### src/rtl/fetch_pkg.sv
// Shared types and helpers for the fetch front end.
package fetch_pkg;

    localparam int DEF_IW = 16;
    localparam int DEF_AW = 16;

    localparam logic [DEF_IW-1:0] NOP = '0;

    typedef struct packed {
        logic [DEF_IW-1:0] instr;
        logic [DEF_AW-1:0] pc;
    } fetch_entry_t;

    function automatic int clog2(input int value);
        int r;
        r = 0;
        while ((1 << r) < value) r++;
        return r;
    endfunction

endpackage

### src/rtl/fetch_queue.sv
// Circular instruction buffer: FETCH_W-wide enqueue, 0..FETCH_W dequeue, flush,
// FETCH_W combinational read lanes starting at head.
module fetch_queue
    import fetch_pkg::*;
#(
    parameter int IW      = DEF_IW,
    parameter int AW      = DEF_AW,
    parameter int FETCH_W = 2,
    parameter int QDEPTH  = 8
) (
    input  logic                          clk,
    input  logic                          reset,
    input  logic                          flush,
    input  logic                          enq,
    input  logic [FETCH_W*IW-1:0]         enq_instr,
    input  logic [FETCH_W*AW-1:0]         enq_pc,
    input  logic [clog2(FETCH_W+1)-1:0]   deq_count,
    output logic [FETCH_W-1:0]            lane_valid,
    output logic [FETCH_W*IW-1:0]         lane_instr,
    output logic [FETCH_W*AW-1:0]         lane_pc,
    output logic [clog2(QDEPTH+1)-1:0]    count
);

    localparam int PW = clog2(QDEPTH);
    localparam int CW = clog2(QDEPTH+1);

    logic [IW-1:0] instr_mem [QDEPTH];
    logic [AW-1:0] pc_mem    [QDEPTH];
    logic [PW-1:0] head;
    logic [PW-1:0] tail;
    logic [CW-1:0] deq_req;
    logic [CW-1:0] eff_deq;
    logic [CW-1:0] enq_n;

    // Over-asking by decode is clamped to what is actually held.
    always_comb begin
        deq_req = CW'(deq_count);
        eff_deq = (deq_req > count) ? count : deq_req;
        enq_n   = enq ? CW'(FETCH_W) : '0;
    end

    always_ff @(posedge clk or posedge reset) begin
        if (reset) begin
            head  <= '0;
            tail  <= '0;
            count <= '0;
            for (int i = 0; i < QDEPTH; i++) begin
                instr_mem[i] <= '0;
                pc_mem[i]    <= '0;
            end
        end else if (flush) begin
            head  <= '0;
            tail  <= '0;
            count <= '0;
        end else begin
            if (enq) begin
                for (int i = 0; i < FETCH_W; i++) begin
                    instr_mem[tail + PW'(i)] <= enq_instr[i*IW +: IW];
                    pc_mem[tail + PW'(i)]    <= enq_pc[i*AW +: AW];
                end
                tail <= tail + PW'(FETCH_W);
            end
            head  <= head + PW'(eff_deq);
            count <= count + enq_n - eff_deq;
        end
    end

    // Stale slots past count stay in storage; lanes beyond count read as NOP/0.
    always_comb begin
        lane_valid = '0;
        lane_instr = '0;
        lane_pc    = '0;
        for (int i = 0; i < FETCH_W; i++) begin
            if (count > CW'(i)) begin
                lane_valid[i]          = 1'b1;
                lane_instr[i*IW +: IW] = instr_mem[head + PW'(i)];
                lane_pc[i*AW +: AW]    = pc_mem[head + PW'(i)];
            end else begin
                lane_instr[i*IW +: IW] = IW'(NOP);
            end
        end
    end

endmodule

### src/rtl/fetch_queue_unit.sv
// N-wide fetch front end: PC, request credit and in-flight tracking around
// fetch_queue; redirects flush the queue and squash the outstanding response.
module fetch_queue_unit
    import fetch_pkg::*;
#(
    parameter int            IW       = DEF_IW,
    parameter int            AW       = DEF_AW,
    parameter int            FETCH_W  = 2,
    parameter int            QDEPTH   = 8,
    parameter logic [AW-1:0] RESET_PC = '0
) (
    input  logic                          clk,
    input  logic                          reset,
    input  logic                          redirect_valid,
    input  logic [AW-1:0]                 redirect_pc,
    input  logic [clog2(FETCH_W+1)-1:0]   deq_count,
    output logic                          imem_req,
    output logic [AW-1:0]                 imem_addr,
    input  logic [FETCH_W*IW-1:0]         imem_rdata,
    output logic [FETCH_W-1:0]            out_valid,
    output logic [FETCH_W*IW-1:0]         out_instr,
    output logic [FETCH_W*AW-1:0]         out_pc,
    output logic [clog2(QDEPTH+1)-1:0]    queue_count
);

    logic [AW-1:0]         pc;
    logic [AW-1:0]         req_pc;
    logic                  inflight;
    logic                  enq;
    logic [FETCH_W*AW-1:0] enq_pc;

    // imem contract: imem_req in cycle t returns FETCH_W words in imem_rdata in
    // t+1 with no backpressure, so a request is only made when the queue has room
    // for both the outstanding group and the new one.
    always_comb begin
        imem_req  = !reset && !redirect_valid &&
                    ((QDEPTH - int'(queue_count)) >= (FETCH_W * (1 + int'(inflight))));
        imem_addr = pc;
        enq       = inflight && !redirect_valid;
        enq_pc    = '0;
        for (int i = 0; i < FETCH_W; i++) begin
            enq_pc[i*AW +: AW] = req_pc + AW'(i);
        end
    end

    always_ff @(posedge clk or posedge reset) begin
        if (reset) begin
            pc       <= RESET_PC;
            req_pc   <= RESET_PC;
            inflight <= 1'b0;
        end else if (redirect_valid) begin
            pc       <= redirect_pc;
            inflight <= 1'b0;
        end else if (imem_req) begin
            req_pc   <= pc;
            pc       <= pc + AW'(FETCH_W);
            inflight <= 1'b1;
        end else begin
            inflight <= 1'b0;
        end
    end

    fetch_queue #(
        .IW      (IW),
        .AW      (AW),
        .FETCH_W (FETCH_W),
        .QDEPTH  (QDEPTH)
    ) u_queue (
        .clk        (clk),
        .reset      (reset),
        .flush      (redirect_valid),
        .enq        (enq),
        .enq_instr  (imem_rdata),
        .enq_pc     (enq_pc),
        .deq_count  (deq_count),
        .lane_valid (out_valid),
        .lane_instr (out_instr),
        .lane_pc    (out_pc),
        .count      (queue_count)
    );

endmodule

### config.mk
export PLATFORM = sky130hd
export DESIGN_NAME = fetch_queue_unit
export DESIGN_NICKNAME = d
export VERILOG_FILES = /design/src/rtl/fetch_pkg.sv /design/src/rtl/fetch_queue.sv /design/src/rtl/fetch_queue_unit.sv
export SDC_FILE = /design/constraint.sdc
export NUM_CORES = 1
export LEC_CHECK = 0
export BUFFER_PORTS_ARGS = -buffer_cell sky130_fd_sc_hd__buf_2
export CORE_MARGIN = 8
export CORE_UTILIZATION = 55
export DETAILED_ROUTE_END_ITERATION = 10
export GPL_ROUTABILITY_DRIVEN = 0
export PLACE_DENSITY = 0.87
export SYNTH_ARGS = -nofsm -noshare
export SYNTH_HDL_FRONTEND = slang
export SYNTH_SLANG_ARGS = --single-unit
export TNS_END_PERCENT = 20
### constraint.sdc
create_clock -name clk -period 10.7 [get_ports clk]
set_input_delay 2.675 -clock clk [delete_from_list [all_inputs] [get_ports clk]]
set_output_delay 2.675 -clock clk [all_outputs]
set_load 0.05 [all_outputs]
==> impl_metrics.ini, run 1 <==
[run_status]
outcome = finished clean

[placement]
port_buffers = 139
hpwl_mm = 26.5

[detailed_routing]
drt_pass1_iterations = 5
wl_met1_mm = 16.4
met3_length_mm = 5.53
drt_iter0_markers = 1458
wl_met2_mm = 22.2
drt_wl_total_mm = 45.8
vias = 13458
vias_per_cell = 6.50
drc = 0
ant_nets = 0
top_layer = met4
post_drt_wl_per_cell_um = 22.1

[sta]
slew_headroom_pct = 17.7
worstMarginPinSlew_ps = 1230
final.setup.tns_ps = 0
finClkSkew_ps = 26.0
setup_viol = 0
rsz0062_at_grt = false
hold_viol = 0
maxClockFrequency_mhz = 150
timing.final.crit_share_pct = 62.4
drv_slew = 0
hold_slack_ps = 493
fin_crit_ps = 6670

[cts]
tritoncts = yes
clk_pin_slew_worst_paths_ps = 60
clk_latency_ps = 540
cts_max_path_buffers = 3
post_cts_buffers = 0
hold_buffers = 0
cts_root_buf = clkbuf_16
h-tree-depth = 2
cts_resized = 0
numCtsBuffers = 34
clock_sink_count = 298

[logic_synthesis]
synth_common_cells = 486 x nand2_1, 298 x dfrtp_1, 233 x o21ai_0, 128 x mux4_2, 98 x clkbuf_1
synth.distinct_cells = 52
async_reset_ff_share_pct = 100
synth_seq_cells = 298
synth_top_area_share_pct = 45.5
yosysSeqAreaShare_pct = 45.5
synthFlopType = dfrtp_1
synth_edf_count = 0
yosysMostFrequentCell = nand2_1
synth_top_area_cell = dfrtp_1
avgSynthCellArea_um2 = 10.3
synthTopCellsByArea = dfrtp_1 45%, mux4_2 18%, nand2_1 11%
yosysWarnings = 0
synth_area_um2 = 16400
netlist_instances = 1597
synth.net_count = 1676

[pwr]
power_density_nw_per_um2 = 296
p_leak_nw = 8.03
swShare_pct = 45.9
seq_power_share_pct = 30.0
p_int_w = 0.00295
p_switching_w = 0.00250
p_comb_share_pct = 48.2
peakVddDrop_uv = 212
total_power_w = 0.00545
clkPwrFrac_pct = 21.8

[global_routing]
grt_overflow_total = 0
grtUsageTotal_pct = 25.8
first_global_vias = 14428
grt_max_degree = 171
grt_pass1_wl_mm = 74.3
antenna_found_initial = 0

[die]
coreArea_um2 = 29500
io_pins = 140
die_width_um = 189
initial_core_util_pct = 55.6
num_rows = 63
die_h_um = 189
dieArea_um2 = 35600

[worst_setup_path]
critPathCaptureType = output port
rrSetupSlack_ps = 7480
arrival_ps = 4000
setup.worst_path.class = register to output port
cp.required_ps = 8030
startpoint_type = register
critPathMaxFanout = 59

[finish]
diodes = 0
drive_gt1_share_pct = 24.5
fin_nets = 1738
synthToLayoutAreaGrowth_pct = 12.3

[worst_hold_path]
hp-class = register to register

[run]
maxCapViolations = 0
[through the flow]
stage / cells / instance area (µm²) / setup slack (ps) / utilization, %
2_1_floorplan: 1597 / 16400 / 4070 / -
3_3_place_gp: 2013 / 17300 / 4410 / 58.6
3_5_place_dp: 2013 / 17300 / 4370 / 58.6
4_1_cts: 2072 / 18400 / 3980 / 62.5
5_1_grt: 2072 / 18400 / 3730 / 62.5
6_report: 2072 / 18400 / 4030 / 62.5
[layout by cell type, fill, tap and decap left out, types with 16 or more instances in the layout]
| cell type | instances |
|---|---|
| ha_1 | 19 |
| o21ai_0 | 233 |
| dfrtp_1 | 295 |
| nand2_1 | 482 |
| mux2i_1 | 36 |
| nor2_1 | 51 |
| inv_1 | 18 |
| buf_2 | 139 |
| a21oi_1 | 33 |
| mux2_2 | 40 |
| mux4_2 | 128 |
| clkbuf_16 | 35 |
| buf_4 | 16 |
[worst paths after layout]
| kind | endpoint | startpoint | cells after the start |
|---|---|---|---|
| setup / recovery | out_instr[0] | u_queue.head[0] | 6 |
| hold / removal | u_queue.pc_mem[87] | u_queue.pc_mem[87] | 2 |
| setup reg to reg | u_queue.count[3] | u_queue.count[1] | 13 |
| hold reg to reg | u_queue.pc_mem[87] | u_queue.pc_mem[87] | 2 |
| max in group asynchronous | u_queue.instr_mem[33] | reset | 4 |
| min in group asynchronous | imem_addr[4] | reset | 3 |
[power groups by stage]
stage | registers, W | clock network (W) | logic, W
finish | 0.00163 | 0.00119 | 0.00263
global route | 0.00166 | 0.00124 | 0.00279
CTS | 0.00162 | 0.00120 | 0.00262
detailed placement | 0.00163 | 0 | 0.00259
global placement | 0.00161 | 0 | 0.00253
floorplan | 0.00155 | 0 | 0.00199
[cell type report]
type                    count  area [µm²]
fillers                  2196       11100
multi-input cells        1149        8420
flip-flops and latches    298        7460
clock buffers              44         960
repair buffers            156         836
well taps                 390         488
clock inverters            15         180
inverters                  20        78.8
[worst max-delay path: stages, from the launching register on]
cell	delay, ps
dfrtp_4	620
buf_4	830
buf_4	830
mux4_2	590
mux2i_1	200
nor2_1	70
buf_2	240
[registers in the layout, summed over array words and instances, names as in the netlist]
signal	flops
u_queue.count	4
u_queue.instr_mem	128
req_pc	16
imem_addr	16
u_queue.head	3
inflight	1
u_queue.tail	2
u_queue.pc_mem	128
[cell families (layout without fill, tap and decap cells)]
kind of cell | Yosys count | count (layout) | synth area share (%)
multiplexers | 213 | 213 | 23.3
XOR/XNOR | 29 | 29 | 1.59
adder cells (fa/ha/maj) | 26 | 26 | 2.12
flip-flops | 298 | 298 | 45.5
buffers and inverters | 150 | 235 | 3.66
AO/OA/AOI/OAI | 287 | 287 | 9.34
AND/OR/NAND/NOR | 594 | 594 | 14.5
[per-layer routing]
layer  vias to the layer above  track usage [%]
li1                       5693                -
met1                      6692             31.5
met2                       916             42.8
met3                       157             7.01
met4                         0             10.7
met5                         -                0
Power figures use the tool's default switching activity.
==> run 2: changes to the inputs <==
==> constraint.sdc (replaced) <==
create_clock -name clk -period 5.6 [get_ports clk]
set_input_delay 1.4 -clock clk [delete_from_list [all_inputs] [get_ports clk]]
set_output_delay 1.4 -clock clk [all_outputs]
set_load 0.05 [all_outputs]
==> impl_metrics.ini, run 2 (same netlist as run 1, synthesis figures left out) <==
[cts]
cts_max_path_buffers = 3
tritoncts = yes
clock_sink_count = 298
post_cts_buffers = 0
cts_root_buf = clkbuf_16
clk_pin_slew_worst_paths_ps = 60
numCtsBuffers = 31
hold_buffers = 0
clk_latency_ps = 580
h-tree-depth = 1
cts_resized = 0

[die]
io_pins = 140
initial_core_util_pct = 55.6
num_rows = 63
die_width_um = 189
dieArea_um2 = 35600
die_h_um = 189
coreArea_um2 = 29500

[sta]
rsz0062_at_grt = false
drv_slew = 0
fin_crit_ps = 4660
timing.final.crit_share_pct = 83.2
setup_viol = 0
worstMarginPinSlew_ps = 1250
final.setup.tns_ps = 0
setup_slack_ps = 939
hold_viol = 0
slew_headroom_pct = 16.6
maxClockFrequency_mhz = 215
finClkSkew_ps = 24.3

[placement]
pre_cts_ws_ps = 1480
hpwl_mm = 26.5
port_buffers = 139

[pwr]
power_density_nw_per_um2 = 563
swShare_pct = 45.8
p_comb_share_pct = 49.1
p_int_w = 0.00561
peakVddDrop_uv = 595
clkPwrFrac_pct = 21.2
p_switching_w = 0.00475
p_leak_nw = 8.02
seq_power_share_pct = 29.7

[worst_setup_path]
arrival_ps = 3260
startpoint_type = register
setup.worst_path.class = register to output port
critical_path_buf_inv_count = 2
cpPeakStageDelay_ps = 830
rrSetupSlack_ps = 2380
worstPathCellList = ha_4, buf_12, mux4_2, nand2_1, a21oi_1, buf_2
crit_slowest_cell = ha_4
critPathCaptureType = output port
cp.required_ps = 4200
critPathMaxFanout = 41
path_delay_family = adder cells

[global_routing]
first_global_vias = 13896
grt_max_degree = 195
antenna_found_initial = 0
grtUsageTotal_pct = 25.2
grt_overflow_total = 0
grt_pass1_wl_mm = 72.8

[detailed_routing]
drt_iter0_markers = 1392
ant_nets = 0
drt_pass1_iterations = 5
drt_wl_total_mm = 45.3
post_drt_wl_per_cell_um = 21.9
vias_per_cell = 6.37
drc = 0
vias = 13176

[finish]
largestRegisters = u_queue.instr_mem x128, u_queue.pc_mem x128
final_common_cell = nand2_1
drive_gt1_share_pct = 24.4
diodes = 0
synthToLayoutAreaGrowth_pct = 12.1
fin_nets = 1734
final_cell_mix = 482 x nand2_1, 295 x dfrtp_1, 233 x o21ai_0

[run]
maxCapViolations = 0

[worst_hold_path]
hp-class = register to register

[run_status]
outcome = finished clean
## run 2: cell types whose count changed in the layout (fill, tap and decap cells not counted), moves of 2 or more
cell        before  now
buf_4           16   12
bufinv_16        3    5
clkinvlp_4       4    1
clkinv_4         0    2
buf_12           1    4
clkinv_2         6    9
clkbuf_16       35   31
## run 2: worst paths after layout
path | from | end | cells past startpoint
worst max-delay path | u_queue.head[0] | out_instr[24] | 6
worst min-delay path | u_queue.pc_mem[83] | u_queue.pc_mem[83] | 2
worst max register to register | u_queue.count[1] | u_queue.count[3] | 13
worst min register to register | u_queue.pc_mem[83] | u_queue.pc_mem[83] | 2
max in group asynchronous | reset | u_queue.pc_mem[62] | 3
min in group asynchronous | reset | imem_addr[4] | 2
## run 2: cell type report
class,count,area (µm²)
clock buffer,39,846
clock inverter,18,233
fill,2199,11100
inverter,20,78.8
multi-input combinational,1149,8420
sequential,298,7460
tap,390,488
timing repair buffer,155,866
## run 2: worst register-to-register path: stages, from the launching register on
cell and delay [ps]:
dfrtp_1 470, inv_1 130, ha_1 300, nor2b_1 130
o211ai_1 330, nand2_1 90, o21ai_0 160, inv_1 100
fa_1 500, ha_1 130, inv_1 50, fa_1 450
xnor2_1 140, nor2_1 70
## run 2: routing by layer
layer / routed length, µm / track usage (%)
met4: 1470 / 9.32
met3: 4820 / 6.49
met5: 0 / 0
met2: 22100 / 41.8
met1: 17000 / 31.5
## run 2: power by group through the flow
stage	clock, W	combinational, W	sequential [W]
final	0.00219	0.00509	0.00308
after detailed placement	0	0.00504	0.00309
after CTS	0.00221	0.00507	0.00305
after global placement	0	0.00489	0.00305
after global routing	0.00228	0.00542	0.00313
after floorplan	0	0.00381	0.00295
## run 2: stage by stage
stage | power, W | utilization (%) | cells | instance area (µm²) | hold slack (ps)
6_report | 0.0104 | 62.4 | 2069 | 18400 | 500
5_1_grt | 0.0108 | 62.4 | 2069 | 18400 | 531
4_1_cts | 0.0103 | 62.4 | 2069 | 18400 | 499
3_5_place_dp | 0.00812 | 58.7 | 2012 | 17300 | 486
3_3_place_gp | 0.00793 | 58.7 | 2012 | 17300 | 473
2_1_floorplan | 0.00676 | - | 1597 | 16400 | 461
